## src/rtl/inst_fetch_queue.sv

```systemverilog
// In-order instruction fetch queue: issues sequential fetch requests, collects
// returned words in request order, and discards responses left over from a redirect.
module inst_fetch_queue #(
  parameter int          DEPTH    = 4,
  parameter logic [31:0] RESET_PC = 32'hbfc00000
) (
  input  logic        clk,
  input  logic        reset,
  input  logic        flush_i,
  input  logic [31:0] flush_pc_i,
  output logic        inst_req,
  output logic [31:0] inst_addr,
  input  logic        inst_addr_ok,
  input  logic [31:0] inst_rdata,
  input  logic        inst_data_ok,
  output logic        valid_o,
  input  logic        ready_i,
  output logic [31:0] pc_o,
  output logic [31:0] inst_o
);

  localparam int PW = $clog2(DEPTH);
  localparam int CW = PW + 1;
  localparam logic [CW-1:0] DEPTH_C = CW'(DEPTH);

  logic [31:0]   r_fpc;
  logic [PW-1:0] r_head;
  logic [PW-1:0] r_fill;
  logic [PW-1:0] r_tail;
  logic [CW-1:0] r_count;
  logic [CW-1:0] r_unfilled;
  logic [CW-1:0] r_discard;
  logic [31:0]   r_pc   [DEPTH];
  logic [31:0]   r_inst [DEPTH];

  logic          w_push;
  logic          w_fill;
  logic          w_drop;
  logic          w_pop;
  logic [CW:0]   w_budget;
  logic [CW:0]   w_outstanding;
  logic [CW:0]   w_flushDiscard;

  // Discarded responses still occupy memory-side slots, so they count against the request budget.
  assign w_budget      = {1'b0, r_count} + {1'b0, r_discard};
  assign w_outstanding = {1'b0, r_unfilled} + {1'b0, r_discard};

  assign inst_req  = !reset && !flush_i && (r_count < DEPTH_C) && (w_budget < {1'b0, DEPTH_C});
  assign inst_addr = r_fpc;

  assign w_push = inst_req && inst_addr_ok;
  assign w_drop = inst_data_ok && !flush_i && (r_discard != '0);
  assign w_fill = inst_data_ok && !flush_i && (r_discard == '0) && (r_unfilled != '0);

  // The head is filled exactly when some occupied slot is not still waiting for data.
  assign valid_o = !reset && (r_count != r_unfilled);
  assign pc_o    = r_pc[r_head];
  assign inst_o  = r_inst[r_head];
  assign w_pop   = valid_o && ready_i && !flush_i;

  // A response arriving in the flush cycle retires one old-stream request, whichever kind it was.
  assign w_flushDiscard = w_outstanding - {{CW{1'b0}}, (inst_data_ok && (w_outstanding != '0))};

  always_ff @(posedge clk) begin
    if (reset) begin
      r_fpc      <= RESET_PC;
      r_head     <= '0;
      r_fill     <= '0;
      r_tail     <= '0;
      r_count    <= '0;
      r_unfilled <= '0;
      r_discard  <= '0;
    end else if (flush_i) begin
      r_fpc      <= flush_pc_i;
      r_head     <= '0;
      r_fill     <= '0;
      r_tail     <= '0;
      r_count    <= '0;
      r_unfilled <= '0;
      r_discard  <= w_flushDiscard[CW-1:0];
    end else begin
      if (w_push) begin
        r_fpc  <= r_fpc + 32'd4;
        r_tail <= r_tail + PW'(1);
      end
      if (w_fill) begin
        r_fill <= r_fill + PW'(1);
      end
      if (w_pop) begin
        r_head <= r_head + PW'(1);
      end
      if (w_drop) begin
        r_discard <= r_discard - CW'(1);
      end
      r_count    <= r_count + CW'(w_push) - CW'(w_pop);
      r_unfilled <= r_unfilled + CW'(w_push) - CW'(w_fill);
    end
  end

  always_ff @(posedge clk) begin
    if (w_push) begin
      r_pc[r_tail] <= r_fpc;
    end
    if (w_fill) begin
      r_inst[r_fill] <= inst_rdata;
    end
  end

endmodule

```

## config.mk

```make
export PLATFORM = sky130hd
export DESIGN_NAME = inst_fetch_queue
export DESIGN_NICKNAME = d
export VERILOG_FILES = /design/src/rtl/inst_fetch_queue.sv
export SDC_FILE = /design/constraint.sdc
export NUM_CORES = 1
export LEC_CHECK = 0
export CAP_MARGIN = 25
export CORE_ASPECT_RATIO = 1.1
export CORE_UTILIZATION = 50
export CTS_CLUSTER_DIAMETER = 40
export DETAILED_ROUTE_END_ITERATION = 6
export GPL_ROUTABILITY_DRIVEN = 0
export PLACE_DENSITY = 0.82
export SYNTH_ARGS = -nofsm -noshare
export SYNTH_HDL_FRONTEND = slang
export SYNTH_SLANG_ARGS = --single-unit
```

## constraint.sdc

```tcl
create_clock -name clk -period 3.4 [get_ports clk]
set_input_delay 0.68 -clock clk [delete_from_list [all_inputs] [get_ports clk]]
set_output_delay 0.68 -clock clk [all_outputs]
set_load 0.01 [all_outputs]
```

==> impl_metrics.toml, run 1 <==
[run_status]
status = "finished, final reports clean"

[logic_synthesis]
synth_area_leaders = "edfxtp_1, mux4_2, dfxtp_1"
synth_common_cells = "edfxtp_1, mux4_2, dfxtp_1"
ys_seq_area_frac = 0.703
synthMuxAreaShare = 0.119
synthFlopType = "edfxtp_1"
synth_seq_cells = 305
synthXorXnorAreaFrac = 0.00924
yosys.area_share.simple = 0.0691
netlist_area_mm2 = 0.0123
ys_async_sr_fraction = 0
ys_warn_count = 0
synthCells = 713
synth_fa_ha_area_frac = 0.0272
synth_cell_types = 63
syn_area_per_cell_um2 = 17.3
synth-compound-area-share = 0.0523
synth_top_cell_area_share = 0.624
synth_top_family_by_area = "multiplexers"
synth_top_area_cell = "edfxtp_1"
synth_edf_count = 256
yosysMostFrequentCell = "edfxtp_1"
syn_nets = 808

[timing]
timing.final.ws_setup_ps = 206
slew_viol_final = 0
tightest_slew_ps = 718
relSlewSlack = 0.521
clock-skew-final_ps = 20.6
rsz0062_at_grt = "no"
period_share = 0.939
timing_hold_violations_final = 0
min_period_ps = 3190
finalSetupViolations = 0
finalSetupTns_ps = 0
timing.fmax_ghz = 0.313

[cts]
postCtsSetupBuffers = 0
numCtsBuffers = 36
cts_resized = 0
cts.hold.buffers_added = 0
worstSkewPairLatency_ps = 510
clkSinkCount = 305
cts.clk_slew.worst_paths_ps = 60
clockBufferDepth = 3
cts-root-buf = "clkbuf_16"
cts_tree = "built"
htree_levels = 2

[drt]
avgViaCountPerCell = 5.94
postRouteWirelength_um = 27600
drc_errors = 0
via_count = 7363
wl_per_cell_um = 22.2
antenna_left = 0
dr.pass1.iters = 5
drt_iter0_drc = 637

[global_route]
grt_max_degree = 38
grt-ovfl-total = 0
grt_util_all_layers = 0.224
grt_pass1_vias = 7551
antenna_found_initial = 1
grt_pass1_wl_um = 42600

[critical_path]
reg2reg_to = "r_count[2]"
crit_type = "register to primary output"
r2r_start = "r_unfilled[1]"
r2r_cells = 11
worstPathRequired_ps = 2720
r2r_setup_slack_ps = 650
crit_arrival_ps = 2510
critPathLaunchType = "register"
endpoint_kind = "primary output"
path_max_fanout = 23

[flow_run]
maxCapViolations = 0

[placed_design]
pre_cts_ws_ps = 269
io_buffers = 167
hpwl_um = 17400
post_dp_cell_area_mm2 = 0.0145

[layout]
areaGrowthSynthToFinish_pct = 28.0
drive_gt1_frac = 0.179
final.fill_count = 1645
fin_nets = 1001
final_area_mm2 = 0.0158

[hold_path]
min_from = "flush_i"
hold_class = "primary input to register"
hold_path_depth = 2
min_to = "r_discard[0]"

[power_and_ir_drop]
power_density_mw_per_mm2 = 556
peakVddDrop_mv = 0.341
p_leak_nw = 5.19

[floorplanning]
die_height_um = 167
top_level_ports = 168
die_area_mm2 = 0.0253
row_count = 59
die_w_um = 152
start_util = 0.515
fp.coreArea_mm2 = 0.0239
==> how the worst max path moves through the flow <==
stage                           from             to  slack [ps]  cells after the start
after floorplan           r_count[1]  r_unfilled[2]         630                     13
after global placement         reset     r_count[2]         350                     12
after detailed placement       reset  r_unfilled[2]         270                     12
after CTS                   register     inst_o[31]         130                      3
after global routing        register     inst_o[29]          60                      3
final                       register     inst_o[31]         210                      3
==> kinds of logic after synthesis <==
| kind of cell | Yosys count |
|---|---|
| adder cells (fa/ha/maj) | 25 |
| AND/OR/NAND/NOR | 155 |
| flip-flops | 305 |
| AO/OA/AOI/OAI | 86 |
| buffers and inverters | 62 |
| multiplexers | 67 |
| XOR/XNOR | 13 |
==> report_power, final <==
group          total (mW)  internal [mW]  switching (mW)
Combinational       0.492          0.253           0.239
Clock                4.08           2.52            1.56
Sequential           4.20           4.11          0.0886
Total                8.77           6.88            1.89
==> worst max-delay path, stage by stage (launching register included) <==
cell,delay (ps)
dfxtp_4,660
buf_4,280
mux4_2,540
clkdlybuf4s50_1,500
==> layer usage <==
layer	routed length (um)	global-route usage	up-vias	part of all wire
li1	-	-	3299	-
met1	10900	0.292	3719	0.39
met2	14100	0.373	294	0.51
met3	1890	0.0433	51	0.068
met4	746	0.0796	0	0.027
met5	0	0	-	0
==> flip-flops by register name, summed over array words and instances, names as in the netlist, named ones only <==
| signal | count |
|---|---|
| r_inst | 128 |
| r_pc | 128 |
| inst_addr | 32 |
| r_count | 3 |
| r_discard | 3 |
| r_unfilled | 3 |
| r_fill | 2 |
| r_head | 2 |
| r_tail | 2 |
==> metrics by stage <==
step,hold WS (ps),std cells,util,power [mW]
floorplan,454,713,-,4.48
global placement,474,1173,0.605,4.75
detailed placement,479,1173,0.605,4.76
CTS,456,1239,0.660,8.83
global route,495,1240,0.660,9.02
finish,476,1240,0.660,8.77
==> cells in the final DEF, fill, tap and decap left out, drive strengths merged, types with 4 or more instances in the layout <==
cell type / instances
buf: 28
or4: 10
nor3: 9
mux4: 64
xnor2: 7
a311oi: 4
nand4: 12
o21ai: 6
nand2b: 4
dfxtp: 49
nand2: 35
o41ai: 4
a21oi: 14
and4: 6
clkinv: 11
a311o: 4
nor2: 24
a211oi: 4
edfxtp: 256
and3: 5
o311ai: 12
inv: 29
xor2: 6
bufinv: 6
and2: 14
clkbuf: 40
clkdlybuf4s50: 166
a31oi: 14
nand3: 16
or3: 7
nor4: 7
ha: 22
==> final cells by class <==
class                           instances  area, um2  area share
Clock buffer                           40        947      0.0600
Timing Repair Buffer                  194       1920       0.122
Sequential cell                       305       8680       0.550
Inverter                               23       86.3     0.00547
Multi-Input combinational cell        346       3420       0.217
Tap cell                              305        382      0.0242
Clock inverter                         26        348      0.0220
Antenna cell                            1       2.50    0.000159
(Power assumes the default switching activity.)
==> run 2, diff against run 1 <==
--- a/config.mk
+++ b/config.mk
@@ -10,8 +10,10 @@
 export CORE_UTILIZATION = 50
 export CTS_CLUSTER_DIAMETER = 40
 export DETAILED_ROUTE_END_ITERATION = 6
+export DONT_BUFFER_PORTS = 1
 export GPL_ROUTABILITY_DRIVEN = 0
-export PLACE_DENSITY = 0.82
+export PLACE_DENSITY = 0.73
+export REMOVE_ABC_BUFFERS = 1
 export SYNTH_ARGS = -nofsm -noshare
 export SYNTH_HDL_FRONTEND = slang
 export SYNTH_SLANG_ARGS = --single-unit
==> impl_metrics.toml, run 2 (same netlist as run 1, synthesis figures left out) <==
[run_status]
status = "finished, final reports clean"

[floorplanning]
start_util = 0.515
top_level_ports = 168
row_count = 59
die_area_mm2 = 0.0253
die_w_um = 152
die_height_um = 167
fp.coreArea_mm2 = 0.0239

[critical_path]
worstPathRequired_ps = 3780
critPathLaunchType = "register"
crit_type = "register to register"
r2r_cells = 12
endpoint_kind = "register"
startpoint = "r_count[1]"
crit_end = "r_count[2]"
path_max_fanout = 26
r2r_setup_slack_ps = 490
reg2reg_to = "r_count[2]"
crit_arrival_ps = 3290
r2r_start = "r_count[1]"

[cts]
clockBufferDepth = 3
clkSinkCount = 305
cts-root-buf = "clkbuf_16"
cts.hold.buffers_added = 0
numCtsBuffers = 37
cts_resized = 0
postCtsSetupBuffers = 0
htree_levels = 2
cts.clk_slew.worst_paths_ps = 50
cts_tree = "built"
worstSkewPairLatency_ps = 510

[layout]
diodes = 0
layout.cells.most_common_list = "edfxtp_1, mux4_2, dfxtp_1"
fin_nets = 818
fin_util = 0.578
mostFrequentLayoutCell = "edfxtp_1"
final.fill_count = 1808
drive_gt1_frac = 0.195
areaGrowthSynthToFinish_pct = 12.3

[power_and_ir_drop]
netSwitchingFraction = 0.212
power_density_mw_per_mm2 = 594
p_leak_nw = 4.39
total_power_mw = 8.22
intPower_mw = 6.48
peakVddDrop_mv = 0.460
seq_power_share = 0.513
comb_power_share = 0.032
power.net_switching_mw = 1.75
power_frac_clock = 0.454

[drt]
avgViaCountPerCell = 6.28
postRouteWirelength_um = 26000
via_count = 6624
drt_iter0_drc = 658
dr.pass1.iters = 6
drc_errors = 0
antenna_left = 0
wl_per_cell_um = 24.7

[hold_path]
hold_class = "primary input to register"
min_from = "reset"

[timing]
clock-skew-final_ps = 14.9
slew_viol_final = 0
tightest_slew_ps = 936
finalSetupViolations = 0
min_period_ps = 2910
rsz0062_at_grt = "no"
timing.fmax_ghz = 0.344
relSlewSlack = 0.376
period_share = 0.856
timing_hold_violations_final = 0
hold_ws_ps = 239

[global_route]
grt_pass1_wl_um = 39700
antenna_found_initial = 0
use_met2 = 0.357
grt_max_degree = 65
grt-ovfl-total = 0
grt-busiest-layer = "met2"
grt_util_all_layers = 0.210
grt_pass1_vias = 6894
gr-usage-met1 = 0.242
met3_usage = 0.0784

[placed_design]
io_buffers = 0
hpwl_um = 16900

[flow_run]
maxCapViolations = 0
[run 2: changes by cell type in the layout (fill, tap and decap cells not counted), sizes merged]
cell / previous run / this run
clkinv: 11 / 10
clkdlybuf4s50: 166 / 0
clkinvlp: 3 / 4
bufinv: 6 / 3
clkbuf: 40 / 44
diode: 1 / 0
inv: 29 / 27
buf: 28 / 10
[run 2: per-layer routing]
metal  routed length [um]  up-vias
met1                 9260     3327
met5                    0        -
met4                  540        0
met3                 2970       54
met2                13200      326
li1                     -     2917
[run 2: per-stage QoR]
step                      setup WS (ps)  instance area (um2)  cells  setup TNS, ps
after floorplan                    -694                12200    674         -44420
after global placement              614                12700    989              0
after detailed placement            492                12700    989              0
after CTS                           482                13800   1054              0
after global routing                208                13800   1054              0
final                               491                13800   1054              0
[run 2: worst max-delay path, stage by stage, from the launching register on]
cell,delay [ps]
dfxtp_1,450
ha_1,280
a311oi_1,290
and3_2,240
inv_2,180
ha_1,350
inv_1,60
ha_1,130
inv_1,50
fa_1,370
xor2_1,200
xnor2_1,140
nor2_1,50
[run 2: how the worst min path moves through the flow]
stage | end | depth (start not counted)
floorplan | register | 2
CTS | r_discard[1] | 1
detailed placement | register | 2
finish | r_discard[1] | 1
global placement | register | 2
global route | inst_addr[9] | 1
[run 2: layout make-up]
cell class / count / area (um2) / share of cell area
clock buffer: 44 / 952 / 0.0688
inverter: 23 / 86.3 / 0.00624
sequential: 305 / 8680 / 0.627
timing repair buffer: 10 / 87.6 / 0.00633
clock inverter: 21 / 225 / 0.0163
multi-input combinational: 346 / 3430 / 0.248
tap: 305 / 382 / 0.0276
[run 2: power groups by stage]
| stage | clock network [mW] | logic, mW | registers [mW] |
|---|---|---|---|
| after global placement | 0 | 0.251 | 4.29 |
| after CTS | 3.80 | 0.266 | 4.22 |
| after detailed placement | 0 | 0.265 | 4.30 |
| final | 3.74 | 0.267 | 4.22 |
| after floorplan | 0 | 0.198 | 4.26 |
| after global routing | 3.94 | 0.294 | 4.23 |
==> run 3, diff against run 2 <==
--- a/config.mk
+++ b/config.mk
@@ -6,7 +6,6 @@
 export NUM_CORES = 1
 export LEC_CHECK = 0
 export CAP_MARGIN = 25
-export CORE_ASPECT_RATIO = 1.1
 export CORE_UTILIZATION = 50
 export CTS_CLUSTER_DIAMETER = 40
 export DETAILED_ROUTE_END_ITERATION = 6
==> impl_metrics.toml, run 3 (same netlist as run 1, synthesis figures left out) <==
[global_route]
grt_pass1_wl_um = 40900
grt_max_degree = 65
grt_util_all_layers = 0.210
antenna_found_initial = 0
grt-ovfl-total = 0
grt_pass1_vias = 6840

[critical_path]
cpMaxStageDelayCell = "dfxtp_1"
startpoint = "r_discard[1]"
worstPathRequired_ps = 3780
crit_type = "register to register"
crit_arrival_ps = 3320
cp_num_buf_inv = 3
path_common_cell = "ha_1"
path_max_fanout = 14
endpoint_kind = "register"
crit_family = "adder cells"
critPathMaxStageDelay_ps = 430
r2r_start = "r_discard[1]"
worstPathCellList = "ha_1 -> a311oi_1 -> and3_2 -> inv_2 -> ha_1 -> inv_1 -> ha_1 -> inv_1 -> fa_1 -> xor2_1 -> xnor2_1 -> nor2_1"
critPathLaunchType = "register"

[timing]
finalSetupTns_ps = 0
timing.fmax_ghz = 0.341
rsz0062_at_grt = "no"
timing_hold_violations_final = 0
relSlewSlack = 0.335
tightest_slew_ps = 997
min_period_ps = 2940
hold_ws_ps = 249
clock-skew-final_ps = 11.0
period_share = 0.864
finalSetupViolations = 0
slew_viol_final = 0

[floorplanning]
row_count = 57
fp.coreArea_mm2 = 0.0242
die_w_um = 159
top_level_ports = 168
die_height_um = 159
start_util = 0.508
die_area_mm2 = 0.0253

[cts]
clkSinkCount = 305
cts_resized = 0
cts_tree = "built"
cts.hold.buffers_added = 0
htree_levels = 2
postCtsSetupBuffers = 0
worstSkewPairLatency_ps = 510
numCtsBuffers = 38
clockBufferDepth = 3
cts-root-buf = "clkbuf_16"
cts.clk_slew.worst_paths_ps = 60

[layout]
drive_gt1_frac = 0.217
layout.cells.most_common_list = "edfxtp_1, mux4_2, dfxtp_1"
fin_nets = 827
diodes = 0
final.fill_count = 1793
mostFrequentLayoutCell = "edfxtp_1"
areaGrowthSynthToFinish_pct = 14.4
final_area_mm2 = 0.0141

[drt]
avgViaCountPerCell = 6.21
wl_per_cell_um = 24.1
antenna_left = 0
via_count = 6740
postRouteWirelength_um = 26200
dr.pass1.iters = 5
drt_iter0_drc = 604
drc_errors = 0

[placed_design]
post_dp_cell_area_mm2 = 0.0127
io_buffers = 0
hpwl_um = 16700

[power_and_ir_drop]
comb_power_share = 0.031
intPower_mw = 6.92
netSwitchingFraction = 0.208
power_frac_clock = 0.486
power.net_switching_mw = 1.81
p_leak_nw = 4.53
total_power_mw = 8.73
peakVddDrop_mv = 0.525
seq_power_share = 0.483
power_density_mw_per_mm2 = 619

[flow_run]
maxCapViolations = 0

[run_status]
status = "finished, final reports clean"

[hold_path]
min_from = "reset"
hold_class = "primary input to register"
run 3: changes by cell type in the layout (fill, tap and decap cells not counted):
cell / change
clkinvlp_4: -2
inv_6: +3
clkinv_2: +3
bufinv_16: +4
clkinv_1: -3
clkbuf_8: +1
clkbuf_1: -4
buf_4: +8
clkbuf_16: +2
run 3: routing by layer:
layer / vias up / track usage / routed length [um]
li1: 2945 / - / -
met1: 3441 / 0.261 / 9910
met2: 317 / 0.351 / 13000
met3: 37 / 0.0758 / 2900
met4: 0 / 0.0485 / 351
met5: - / 0 / 0
run 3: through the flow:
step | util | instances | setup WS, ps
2_1_floorplan | - | 674 | -694
3_3_place_gp | 0.525 | 1016 | 582
3_5_place_dp | 0.525 | 1016 | 468
4_1_cts | 0.582 | 1085 | 463
5_1_grt | 0.582 | 1085 | 195
6_report | 0.582 | 1085 | 464
run 3: power by group through the flow:
stage / Sequential (mW) / Combinational (mW) / Clock, mW
2_1_floorplan: 4.26 / 0.198 / 0
3_3_place_gp: 4.28 / 0.258 / 0
3_5_place_dp: 4.29 / 0.269 / 0
4_1_cts: 4.21 / 0.271 / 4.32
5_1_grt: 4.22 / 0.302 / 4.47
6_report: 4.21 / 0.271 / 4.24
run 3: final timing paths:
path | slack (ps) | endpoint | cells past startpoint
max reg2reg | 460 | r_count[2] | 12
max | 460 | r_count[2] | 12
min | 250 | r_discard[0] | 1
min reg2reg | 480 | register | 2
run 3: worst register-to-register path: cells and delay by family (launching register included):
family                     cells  cell delay [ps]
AOI/OAI and AO/OA              1              290
DFF                            1              430
and+or+nand+nor                2              460
buffers and inverters          3              210
adders and majority gates      4             1090
xor gates and xnor gates       2              350
run 3: cell type report:
class	instances	area, um2	area share
Clock buffer	43	1000	0.0710
Inverter	23	86.3	0.00612
Clock inverter	26	360	0.0256
Timing Repair Buffer	18	148	0.0105
Tap cell	324	405	0.0287
Multi-Input combinational cell	346	3430	0.243
Sequential cell	305	8680	0.615
